===== src/rtl/mau_pkg.sv =====
// ---------------------------------------------------------------------------
// mau_pkg
// Shared widths and state encoding for the memory address unit.
// Rev 1.0
// ---------------------------------------------------------------------------
`default_nettype none

package mau_pkg;
  localparam int MAU_AW = 16;
  localparam int MAU_SW = 4;
  localparam int MAU_LW = 8;

  typedef enum logic [0:0] {
    IDLE  = 1'b0,
    BURST = 1'b1
  } mau_state_t;
endpackage

`default_nettype wire


===== src/rtl/mau_if.sv =====
// ---------------------------------------------------------------------------
// mau_if
// Control/bus signal bundle between the control unit and the address unit.
// Rev 1.0
// ---------------------------------------------------------------------------
`default_nettype none

interface mau_if #(
  parameter int AW = mau_pkg::MAU_AW,
  parameter int SW = mau_pkg::MAU_SW,
  parameter int LW = mau_pkg::MAU_LW
);
  logic [AW-1:0] MAU_in;
  logic          MAU_wr_en;
  logic [AW-1:0] MAU_limit;
  logic [SW-1:0] MAU_stride;
  logic          MAU_inc_en;
  logic          MAU_burst_start;
  logic [LW-1:0] MAU_burst_len;
  logic          MAU_ready;
  logic [AW-1:0] MAU_out;
  logic          MAU_valid;
  logic          MAU_busy;
  logic          MAU_done;

  modport master (
    output MAU_in, MAU_wr_en, MAU_limit, MAU_stride, MAU_inc_en,
           MAU_burst_start, MAU_burst_len, MAU_ready,
    input  MAU_out, MAU_valid, MAU_busy, MAU_done
  );

  modport slave (
    input  MAU_in, MAU_wr_en, MAU_limit, MAU_stride, MAU_inc_en,
           MAU_burst_start, MAU_burst_len, MAU_ready,
    output MAU_out, MAU_valid, MAU_busy, MAU_done
  );
endinterface

`default_nettype wire


===== src/rtl/mau_next_addr.sv =====
// ---------------------------------------------------------------------------
// mau_next_addr
// Combinational next-address: addr + stride, optionally wrapped to base.
// Rev 1.0
// ---------------------------------------------------------------------------
`default_nettype none

module mau_next_addr #(
  parameter int AW      = mau_pkg::MAU_AW,
  parameter int SW      = mau_pkg::MAU_SW,
  parameter bit WRAP_EN = 1'b1
) (
  input  wire logic [AW-1:0] addr,
  input  wire logic [SW-1:0] stride,
  input  wire logic [AW-1:0] base,
  input  wire logic [AW-1:0] limit,
  output logic      [AW-1:0] next
);
  logic [AW:0] w_sum;
  logic        w_over;

  // Sum is one bit wider so a carry out of the top counts as exceeding limit.
  assign w_sum  = {1'b0, addr} + (AW+1)'(stride);
  assign w_over = w_sum > {1'b0, limit};
  assign next   = (WRAP_EN && w_over) ? base : w_sum[AW-1:0];
endmodule

`default_nettype wire


===== src/rtl/memory_address_unit.sv =====
// ---------------------------------------------------------------------------
// memory_address_unit
// Address register with load, strided step, window wrap and burst sequencer.
// Rev 1.0
// ---------------------------------------------------------------------------
`default_nettype none

module memory_address_unit
  import mau_pkg::*;
#(
  parameter int AW      = MAU_AW,
  parameter int SW      = MAU_SW,
  parameter int LW      = MAU_LW,
  parameter bit WRAP_EN = 1'b1
) (
  input wire logic MAU_clk,
  input wire logic MAU_rst,
  mau_if.slave     bus
);
  mau_state_t    r_state;
  logic [AW-1:0] r_addr;
  logic [AW-1:0] r_base;
  logic [LW-1:0] r_count;
  logic          r_valid;
  logic          r_done;
  logic [AW-1:0] w_next;

  mau_next_addr #(
    .AW      (AW),
    .SW      (SW),
    .WRAP_EN (WRAP_EN)
  ) u_next_addr (
    .addr   (r_addr),
    .stride (bus.MAU_stride),
    .base   (r_base),
    .limit  (bus.MAU_limit),
    .next   (w_next)
  );

  always_ff @(posedge MAU_clk) begin
    if (MAU_rst) begin
      r_state <= IDLE;
      r_addr  <= '0;
      r_base  <= '0;
      r_count <= '0;
      r_valid <= 1'b0;
      r_done  <= 1'b0;
    end else begin
      r_done <= 1'b0;
      case (r_state)
        IDLE: begin
          if (bus.MAU_wr_en) begin
            r_addr <= bus.MAU_in;
            r_base <= bus.MAU_in;
          end else if (bus.MAU_burst_start) begin
            if (bus.MAU_burst_len != '0) begin
              r_count <= bus.MAU_burst_len;
              r_state <= BURST;
              r_valid <= 1'b1;
            end else begin
              r_done <= 1'b1;
            end
          end else if (bus.MAU_inc_en) begin
            r_addr <= w_next;
          end
        end
        BURST: begin
          // A load aborts the burst silently: no done pulse.
          if (bus.MAU_wr_en) begin
            r_addr  <= bus.MAU_in;
            r_base  <= bus.MAU_in;
            r_count <= '0;
            r_state <= IDLE;
            r_valid <= 1'b0;
          end else if (r_valid && bus.MAU_ready) begin
            r_addr  <= w_next;
            r_count <= r_count - LW'(1);
            if (r_count == LW'(1)) begin
              r_state <= IDLE;
              r_valid <= 1'b0;
              r_done  <= 1'b1;
            end
          end
        end
        default: begin
          r_state <= IDLE;
          r_valid <= 1'b0;
        end
      endcase
    end
  end

  assign bus.MAU_out   = r_addr;
  assign bus.MAU_valid = r_valid;
  assign bus.MAU_busy  = (r_state == BURST);
  assign bus.MAU_done  = r_done;
endmodule

`default_nettype wire


===== src/flat_wrapper.sv =====
// flat-port wrapper written by rule: the top's interface ports become plain ports
module memory_address_unit_flat import mau_pkg::*;
#(
  parameter int AW      = MAU_AW,
  parameter int SW      = MAU_SW,
  parameter int LW      = MAU_LW,
  parameter bit WRAP_EN = 1'b1
)
  (MAU_clk, MAU_rst, bus_MAU_in, bus_MAU_wr_en, bus_MAU_limit, bus_MAU_stride, bus_MAU_inc_en, bus_MAU_burst_start, bus_MAU_burst_len, bus_MAU_ready, bus_MAU_out, bus_MAU_valid, bus_MAU_busy, bus_MAU_done);
  mau_if #(.AW(AW), .SW(SW), .LW(LW)) bus_i ();
  input wire logic MAU_clk;
  input wire logic MAU_rst;
  input wire logic [$bits(bus_i.MAU_in)-1:0] bus_MAU_in;
  input wire logic [$bits(bus_i.MAU_wr_en)-1:0] bus_MAU_wr_en;
  input wire logic [$bits(bus_i.MAU_limit)-1:0] bus_MAU_limit;
  input wire logic [$bits(bus_i.MAU_stride)-1:0] bus_MAU_stride;
  input wire logic [$bits(bus_i.MAU_inc_en)-1:0] bus_MAU_inc_en;
  input wire logic [$bits(bus_i.MAU_burst_start)-1:0] bus_MAU_burst_start;
  input wire logic [$bits(bus_i.MAU_burst_len)-1:0] bus_MAU_burst_len;
  input wire logic [$bits(bus_i.MAU_ready)-1:0] bus_MAU_ready;
  output wire logic [$bits(bus_i.MAU_out)-1:0] bus_MAU_out;
  output wire logic [$bits(bus_i.MAU_valid)-1:0] bus_MAU_valid;
  output wire logic [$bits(bus_i.MAU_busy)-1:0] bus_MAU_busy;
  output wire logic [$bits(bus_i.MAU_done)-1:0] bus_MAU_done;
  assign bus_i.MAU_in = bus_MAU_in;
  assign bus_i.MAU_wr_en = bus_MAU_wr_en;
  assign bus_i.MAU_limit = bus_MAU_limit;
  assign bus_i.MAU_stride = bus_MAU_stride;
  assign bus_i.MAU_inc_en = bus_MAU_inc_en;
  assign bus_i.MAU_burst_start = bus_MAU_burst_start;
  assign bus_i.MAU_burst_len = bus_MAU_burst_len;
  assign bus_i.MAU_ready = bus_MAU_ready;
  assign bus_MAU_out = bus_i.MAU_out;
  assign bus_MAU_valid = bus_i.MAU_valid;
  assign bus_MAU_busy = bus_i.MAU_busy;
  assign bus_MAU_done = bus_i.MAU_done;
  memory_address_unit #(.AW(AW), .SW(SW), .LW(LW), .WRAP_EN(WRAP_EN)) u_core (.MAU_clk(MAU_clk), .MAU_rst(MAU_rst), .bus(bus_i));
endmodule

===== config.mk =====
export PLATFORM = sky130hd
export DESIGN_NAME = memory_address_unit_flat
export DESIGN_NICKNAME = d
export VERILOG_FILES = /design/src/rtl/mau_pkg.sv /design/src/rtl/mau_if.sv /design/src/rtl/mau_next_addr.sv /design/src/rtl/memory_address_unit.sv /design/src/flat_wrapper.sv
export SDC_FILE = /design/constraint.sdc
export NUM_CORES = 1
export LEC_CHECK = 0
export ABC_AREA = 1
export CORE_ASPECT_RATIO = 0.75
export CORE_MARGIN = 1
export CORE_UTILIZATION = 55
export CTS_CLUSTER_SIZE = 30
export DETAILED_ROUTE_END_ITERATION = 12
export GPL_TIMING_DRIVEN = 1
export PLACE_DENSITY_LB_ADDON = 0.3
export RECOVER_POWER = 25
export SETUP_SLACK_MARGIN = 0.05
export SLEW_MARGIN = 5
export SYNTH_ARGS = -nofsm -noshare
export SYNTH_HDL_FRONTEND = slang
export SYNTH_HIERARCHICAL = 1
export SYNTH_SLANG_ARGS = --single-unit
export TNS_END_PERCENT = 10

===== constraint.sdc =====
create_clock -name MAU_clk -period 10.1 [get_ports MAU_clk]
set_input_delay 1.515 -clock MAU_clk [delete_from_list [all_inputs] [get_ports MAU_clk]]
set_output_delay 1.515 -clock MAU_clk [all_outputs]
set_load 0.01 [all_outputs]

==> results of run 1 <==
==> cell families (layout without fill, tap and decap cells) <==
group,count (synthesis),after routing
AO/OA/AOI/OAI,83,83
buffers and inverters,71,133
XOR/XNOR,11,11
flip-flops,43,43
adder cells (fa/ha/maj),23,23
AND/OR/NAND/NOR,238,238
==> how the worst max path moves through the flow <==
stage                 startpoint                                  to  slack, ns  cells past startpoint
3_5_place_dp   bus_MAU_stride[0]  u_core/bus.MAU_out[7]$_SDFFE_PP0P_       4.94                     21
2_1_floorplan  bus_MAU_stride[0]  u_core/bus.MAU_out[5]$_SDFFE_PP0P_       5.89                     22
3_3_place_gp   bus_MAU_stride[0]  u_core/bus.MAU_out[0]$_SDFFE_PP0P_       5.08                     21
5_1_grt        bus_MAU_stride[0]  u_core/bus.MAU_out[7]$_SDFFE_PP0P_       4.93                     21
4_1_cts        bus_MAU_stride[0]  u_core/bus.MAU_out[7]$_SDFFE_PP0P_       5.22                     21
6_report       bus_MAU_stride[0]  u_core/bus.MAU_out[7]$_SDFFE_PP0P_       5.15                     21
==> cell usage after synthesis, types with 3 or more instances <==
cell      number
o21ai_1       18
o21ai_0       10
nor2_1        27
a31oi_1       16
clkbuf_1       8
buf_6          3
nor3_2         3
nand4_1        6
buf_2          3
dfxtp_1       43
nand2_2       14
nand2_1      134
nand2_4        3
xor2_1         9
inv_4          3
inv_1         52
ha_1          22
nor3_1         4
a21oi_1       35
nand3_1       37
==> power by group <==
| group | internal, uW | total [uW] | switching (uW) |
|---|---|---|---|
| sequential | 184 | 202 | 17.4 |
| combinational | 76.4 | 178 | 102 |
| clock | 62.5 | 120 | 57.9 |
| total | 323 | 500 | 177 |
==> critical path, cell delays in order <==
cell             delay, ns
clkdlybuf4s50_1       0.46
ha_1                  0.18
fa_1                  0.22
nand2_1               0.07
nand2_1               0.08
nand2_2               0.11
nor3_2                0.19
nand3_1               0.17
nor2_1                0.12
nand2_1               0.06
nand2_1               0.06
inv_1                 0.05
ha_1                  0.28
nand2_1               0.08
nor3_2                0.28
nand3_2               0.41
nand2_4               0.39
nand2_2               0.08
nand2_1               0.07
nand2_1               0.06
a31oi_1               0.23
==> layout make-up <==
type	count	area, um2	area share, %
clock buffers	8	100	2.56
inverters	56	218	5.57
multi-input cells	355	1950	49.8
flip-flops and latches	43	861	22.0
well taps	75	93.8	2.40
repair buffers	69	688	17.6
==> routing by layer <==
layer / share of wire, % / vias up
li1: - / 1659
met2: 45 / 125
met4: 0.61 / 0
met3: 6.4 / 6
met1: 48 / 1481
met5: 0 / -
==> registers in the layout, summed over array words and instances, names as in the netlist <==
signal	count
u_core/bus.MAU_done	1
u_core/r_base	16
u_core/bus.MAU_valid	1
u_core/r_count	8
u_core/bus.MAU_busy	1
u_core/bus.MAU_out	16
==> metrics by stage <==
step | hold slack (ns) | power [uW] | worst slack (ns) | instance area (um2) | utilization [%]
6_report | 0.467 | 500 | 5.15 | 3910 | 72.2
5_1_grt | 0.487 | 529 | 4.93 | 3910 | 72.2
4_1_cts | 0.467 | 498 | 5.22 | 3910 | 72.2
3_5_place_dp | 0.455 | 379 | 4.94 | 3810 | 70.4
3_3_place_gp | 0.451 | 374 | 5.08 | 3810 | 70.4
2_1_floorplan | 0.435 | 319 | 5.89 | 3120 | -
==> results.yml, run 1 <==
floorplanning:
  ios: 69
  core_um2: 5410
  die_h_um: 67.3
  start_util_pct: 57.7
  dieArea_um2: 5990
  die_w_um: 89.0
  rows: 23
grt:
  antenna_found_initial: 0
  use_met1_pct: 40.3
  grt_pass1_vias: 2910
  grt_usage_pct: 28.4
  grt_max_degree: 34
  gr-total-overflow: 0
  grt_most_used_layer: "met2"
  grt_pass1_wl_um: 13200
  grtUsageMet3_pct: 3.91
  use_met2_pct: 46.9
routing:
  wl_um: 8300
  dr.pass1.iters: 5
  drt-initial-drc-count: 204
  wl_per_cell_um: 13.7
  drc_errors: 0
  dr_total_vias: 3271
  drtAntennaViolNets: 0
  avgViaCountPerCell: 5.40
place:
  post-dp-hpwl_um: 6240
  io_buffers: 68
  dp.cells: 598
  gp_congestion: 0.906
critical_path:
  crit_type: "in -> reg"
  cp_max_fo: 17
  arrival_ns: 5.15
  worst_setup_path_end_kind: "flop"
  start_kind: "input pin"
  cp.required_ns: 10.31
  reg2reg_depth: 20
  r2r_slack_ns: 6.43
  r2r_start: "u_core/bus.MAU_out[0]$_SDFFE_PP0P_"
  rr_endpoint: "u_core/bus.MAU_out[7]$_SDFFE_PP0P_"
synth:
  synth_top_family_by_area: "simple AND/OR/NAND/NOR gates"
  synth_compound_area_share_pct: 14.3
  yosysSeqAreaShare_pct: 27.6
  synth-simple-area-share_pct: 35.5
  synth_area_per_cell_um2: 6.66
  netlist.area_leader.share_pct: 27.6
  synth-xor-area-share_pct: 3.08
  async_flop_share_pct: 0
  yosys.area.top_type: "dfxtp_1"
  synth_mux_area_share_pct: 0
  synth-seq-cells: 43
  synth_edf_count: 0
  synth_area_leaders: "dfxtp_1 (28%), nand2_1 (16%), ha_1 (8.8%), inv_1 (6.2%), nand3_1 (5.9%)"
  synth_area_um2: 3120
  synthAdderAreaFrac_pct: 9.45
  synthFlopType: "dfxtp_1"
  syn_nets: 542
  yosysUniqueCellTypes: 35
  yosysWarningCount: 6
  syn_inst: 469
sta:
  min_period_ns: 4.95
  fin_worst_skew_ns: 0.00477
  drv_slew: 0
  setup_viol: 0
  max_freq_mhz: 202
  rsz0062_at_grt: "false"
  fin_setup_tns_ns: 0
  hold_viol_final: 0
  relSlewSlack_pct: 38.4
  fin_crit_sh_pct: 49.0
  tightest_slew_ns: 0.921
status:
  status: "finished, final reports clean"
pwr:
  p_leak_uw: 0.00180
  power_density_nw_per_um2: 128
  peakVddDrop_mv: 0.0827
clocking:
  cts_hold_buf: 0
  postCtsSetupBuffers: 0
  cts_root_buf: "clkbuf_8"
  clk_pin_slew_ns: 0.08
  cts-buffers-inserted: 5
  cts.sinks: 43
  cts-resized-gates: 0
  ctsHtreeMaxLevel: 2
  clkLatencyLatePin_ns: 0.29
  clockBufferDepth: 2
  cts_tree: "built"
cells_and_area:
  nets: 603
  final_cell_mix: "nand2_1 (134), clkdlybuf4s50_1 (67), inv_1 (52)"
  n_fill_cell: 482
  final_common_cell: "nand2_1"
  final_cells: 606
  n_antenna_cell: 0
  syn2layout_area_growth_pct: 25.1
  drive_gt1_share_pct: 7.72
min_path:
  hp-class: "reg -> reg"
  hp-start: "u_core/r_base[5]$_SDFFE_PP0P_"
  whs_path_depth: 2
  holdPathEnd: "u_core/r_base[5]$_SDFFE_PP0P_"
run:
  cap_viol_max_count: 0
No activity file was read; power rests on OpenSTA's default activity.
==> inputs of run 2 (changes only) <==
--- a/config.mk
+++ b/config.mk
@@ -8,7 +8,7 @@
 export ABC_AREA = 1
 export CORE_ASPECT_RATIO = 0.75
 export CORE_MARGIN = 1
-export CORE_UTILIZATION = 55
+export CORE_UTILIZATION = 46
 export CTS_CLUSTER_SIZE = 30
 export DETAILED_ROUTE_END_ITERATION = 12
 export GPL_TIMING_DRIVEN = 1
==> constraint.sdc (replaced) <==
create_clock -name MAU_clk -period 4.4 [get_ports MAU_clk]
set_input_delay 0.66 -clock MAU_clk [delete_from_list [all_inputs] [get_ports MAU_clk]]
set_output_delay 0.66 -clock MAU_clk [all_outputs]
set_load 0.01 [all_outputs]
==> run 2 against run 1 <==
Design area rose by 0.54%. First-iteration DRC count down 0.98%. Via count fell by 3.7%. Critical path type unchanged. Highest routed layer unchanged.
==> results.yml, run 2 (same netlist as run 1, synthesis figures left out) <==
sta:
  relSlewSlack_pct: 18.9
  rsz0062_at_grt: "false"
  tightest_slew_ns: 1.21
  hold_viol_final: 0
  drv_slew: 0
  min_period_ns: 4.00
  hold_slack_ns: 0.465
  fin_crit_sh_pct: 90.9
  fin_setup_tns_ns: 0
  setup_viol: 0
  fin_ws_ns: 0.402
  max_freq_mhz: 250
  fin_worst_skew_ns: 0.00259
place:
  pre_cts_ws_ns: 0.182
  dp.cells: 606
  gp_congestion: 0.846
  post-dp-hpwl_um: 6250
  io_buffers: 68
pwr:
  p_leak_uw: 0.00180
  power.total_uw: 1150
  power_density_nw_per_um2: 292
  peakVddDrop_mv: 0.197
clocking:
  cts-resized-gates: 0
  cts_tree: "built"
  cts_hold_buf: 0
  cts_root_buf: "clkbuf_8"
  postCtsSetupBuffers: 0
  clkLatencyLatePin_ns: 0.29
  cts-buffers-inserted: 5
  ctsHtreeMaxLevel: 2
  clockBufferDepth: 2
  clk_pin_slew_ns: 0.08
  cts.sinks: 43
cells_and_area:
  n_antenna_cell: 0
  drive_gt1_share_pct: 8.07
  nets: 605
  final_cells: 614
  syn2layout_area_growth_pct: 25.8
  final_cell_mix: "nand2_1 (134), clkdlybuf4s50_1 (67), inv_1 (52)"
  final_common_cell: "nand2_1"
critical_path:
  crit_type: "in -> reg"
  start_kind: "input pin"
  worst_setup_path_end_kind: "flop"
  reg2reg_depth: 21
  rr_endpoint: "u_core/bus.MAU_out[2]$_SDFFE_PP0P_"
  cp_max_fo: 17
  r2r_start: "u_core/bus.MAU_out[0]$_SDFFE_PP0P_"
  cp.required_ns: 4.62
  cp-startpoint: "bus_MAU_stride[0]"
  arrival_ns: 4.22
  r2r_slack_ns: 0.81
grt:
  grt_usage_pct: 23.2
  grt_max_degree: 34
  grt_pass1_vias: 2842
  grt_pass1_wl_um: 13400
  antenna_found_initial: 0
  gr-total-overflow: 0
min_path:
  whs_path_depth: 2
  hp-class: "reg -> reg"
  holdPathEnd: "u_core/r_count[1]$_SDFFE_PP0P_"
  hp-start: "u_core/r_count[1]$_SDFFE_PP0P_"
routing:
  wl_per_cell_um: 13.1
  dr.pass1.iters: 4
  wl_um: 8070
  drtAntennaViolNets: 0
  drc_errors: 0
  avgViaCountPerCell: 5.13
  dr_total_vias: 3149
  drt-initial-drc-count: 202
floorplanning:
  start_util_pct: 48.5
  rows: 25
  die_w_um: 97.2
  die_h_um: 73.4
  dieArea_um2: 7130
  ios: 69
  core_um2: 6440
status:
  status: "finished, final reports clean"
run:
  cap_viol_max_count: 0
[run 2: cell types whose count changed in the layout (fill, tap and decap cells not counted), sizes merged]
cell	before	now
buf	1	3
clkinvlp	0	1
inv	56	55
[run 2: metal layers]
layer	track usage [%]	part of all wire (%)
met1	33.2	50
met2	37.3	43
met3	4.47	7.1
met4	3.15	0.33
met5	0	0
[run 2: final cells by class]
class / instances / area (um2)
inverter: 56 / 216
sequential: 43 / 861
tap: 81 / 101
timing repair buffer: 71 / 703
clock buffer: 8 / 100
fill: 605 / 2510
multi-input combinational: 355 / 1950
[run 2: critical path: stages]
cell,delay [ns]
clkdlybuf4s50_1,0.40
ha_1,0.21
fa_1,0.40
nand2_1,0.08
nand2_1,0.07
nand2_2,0.14
nor3_2,0.07
nand3_1,0.12
xor2_1,0.33
ha_1,0.32
nand2_1,0.08
inv_1,0.04
o21bai_1,0.11
nand2_1,0.06
nor3b_1,0.14
nor2_2,0.14
nand2_4,0.15
nand2_4,0.24
nand2_1,0.09
nand2_1,0.07
nand2_1,0.06
a31oi_1,0.21
[run 2: worst max-delay path by stage]
stage,to,slack [ns],cells past startpoint
after floorplan,u_core/bus.MAU_out[5]$_SDFFE_PP0P_,1.04,22
after global placement,u_core/bus.MAU_out[0]$_SDFFE_PP0P_,0.22,22
after detailed placement,u_core/bus.MAU_out[2]$_SDFFE_PP0P_,0.18,22
after CTS,u_core/bus.MAU_out[2]$_SDFFE_PP0P_,0.47,22
after global routing,u_core/bus.MAU_out[0]$_SDFFE_PP0P_,0.07,24
final,u_core/bus.MAU_out[2]$_SDFFE_PP0P_,0.40,22
[run 2: report_power, final]
part	internal [uW]	total (uW)	switching (uW)
logic	176	405	229
clock network	143	277	134
registers	423	463	40.6
total	742	1150	404
[run 2: metrics by stage]
stage / utilization (%) / area [um2]
3_3_place_gp: 59.4 / 3830
4_1_cts: 61.0 / 3930
3_5_place_dp: 59.4 / 3830
5_1_grt: 61.0 / 3930
6_report: 61.0 / 3930
2_1_floorplan: - / 3120
==> inputs of run 3 (changes only) <==
--- a/config.mk
+++ b/config.mk
@@ -9,7 +9,7 @@
 export CORE_ASPECT_RATIO = 0.75
 export CORE_MARGIN = 1
 export CORE_UTILIZATION = 46
-export CTS_CLUSTER_SIZE = 30
+export CTS_CLUSTER_SIZE = 28
 export DETAILED_ROUTE_END_ITERATION = 12
 export GPL_TIMING_DRIVEN = 1
 export PLACE_DENSITY_LB_ADDON = 0.3
==> results of run 3 <==
No change in the layout: final DEF, timing and power equal those of run 2.
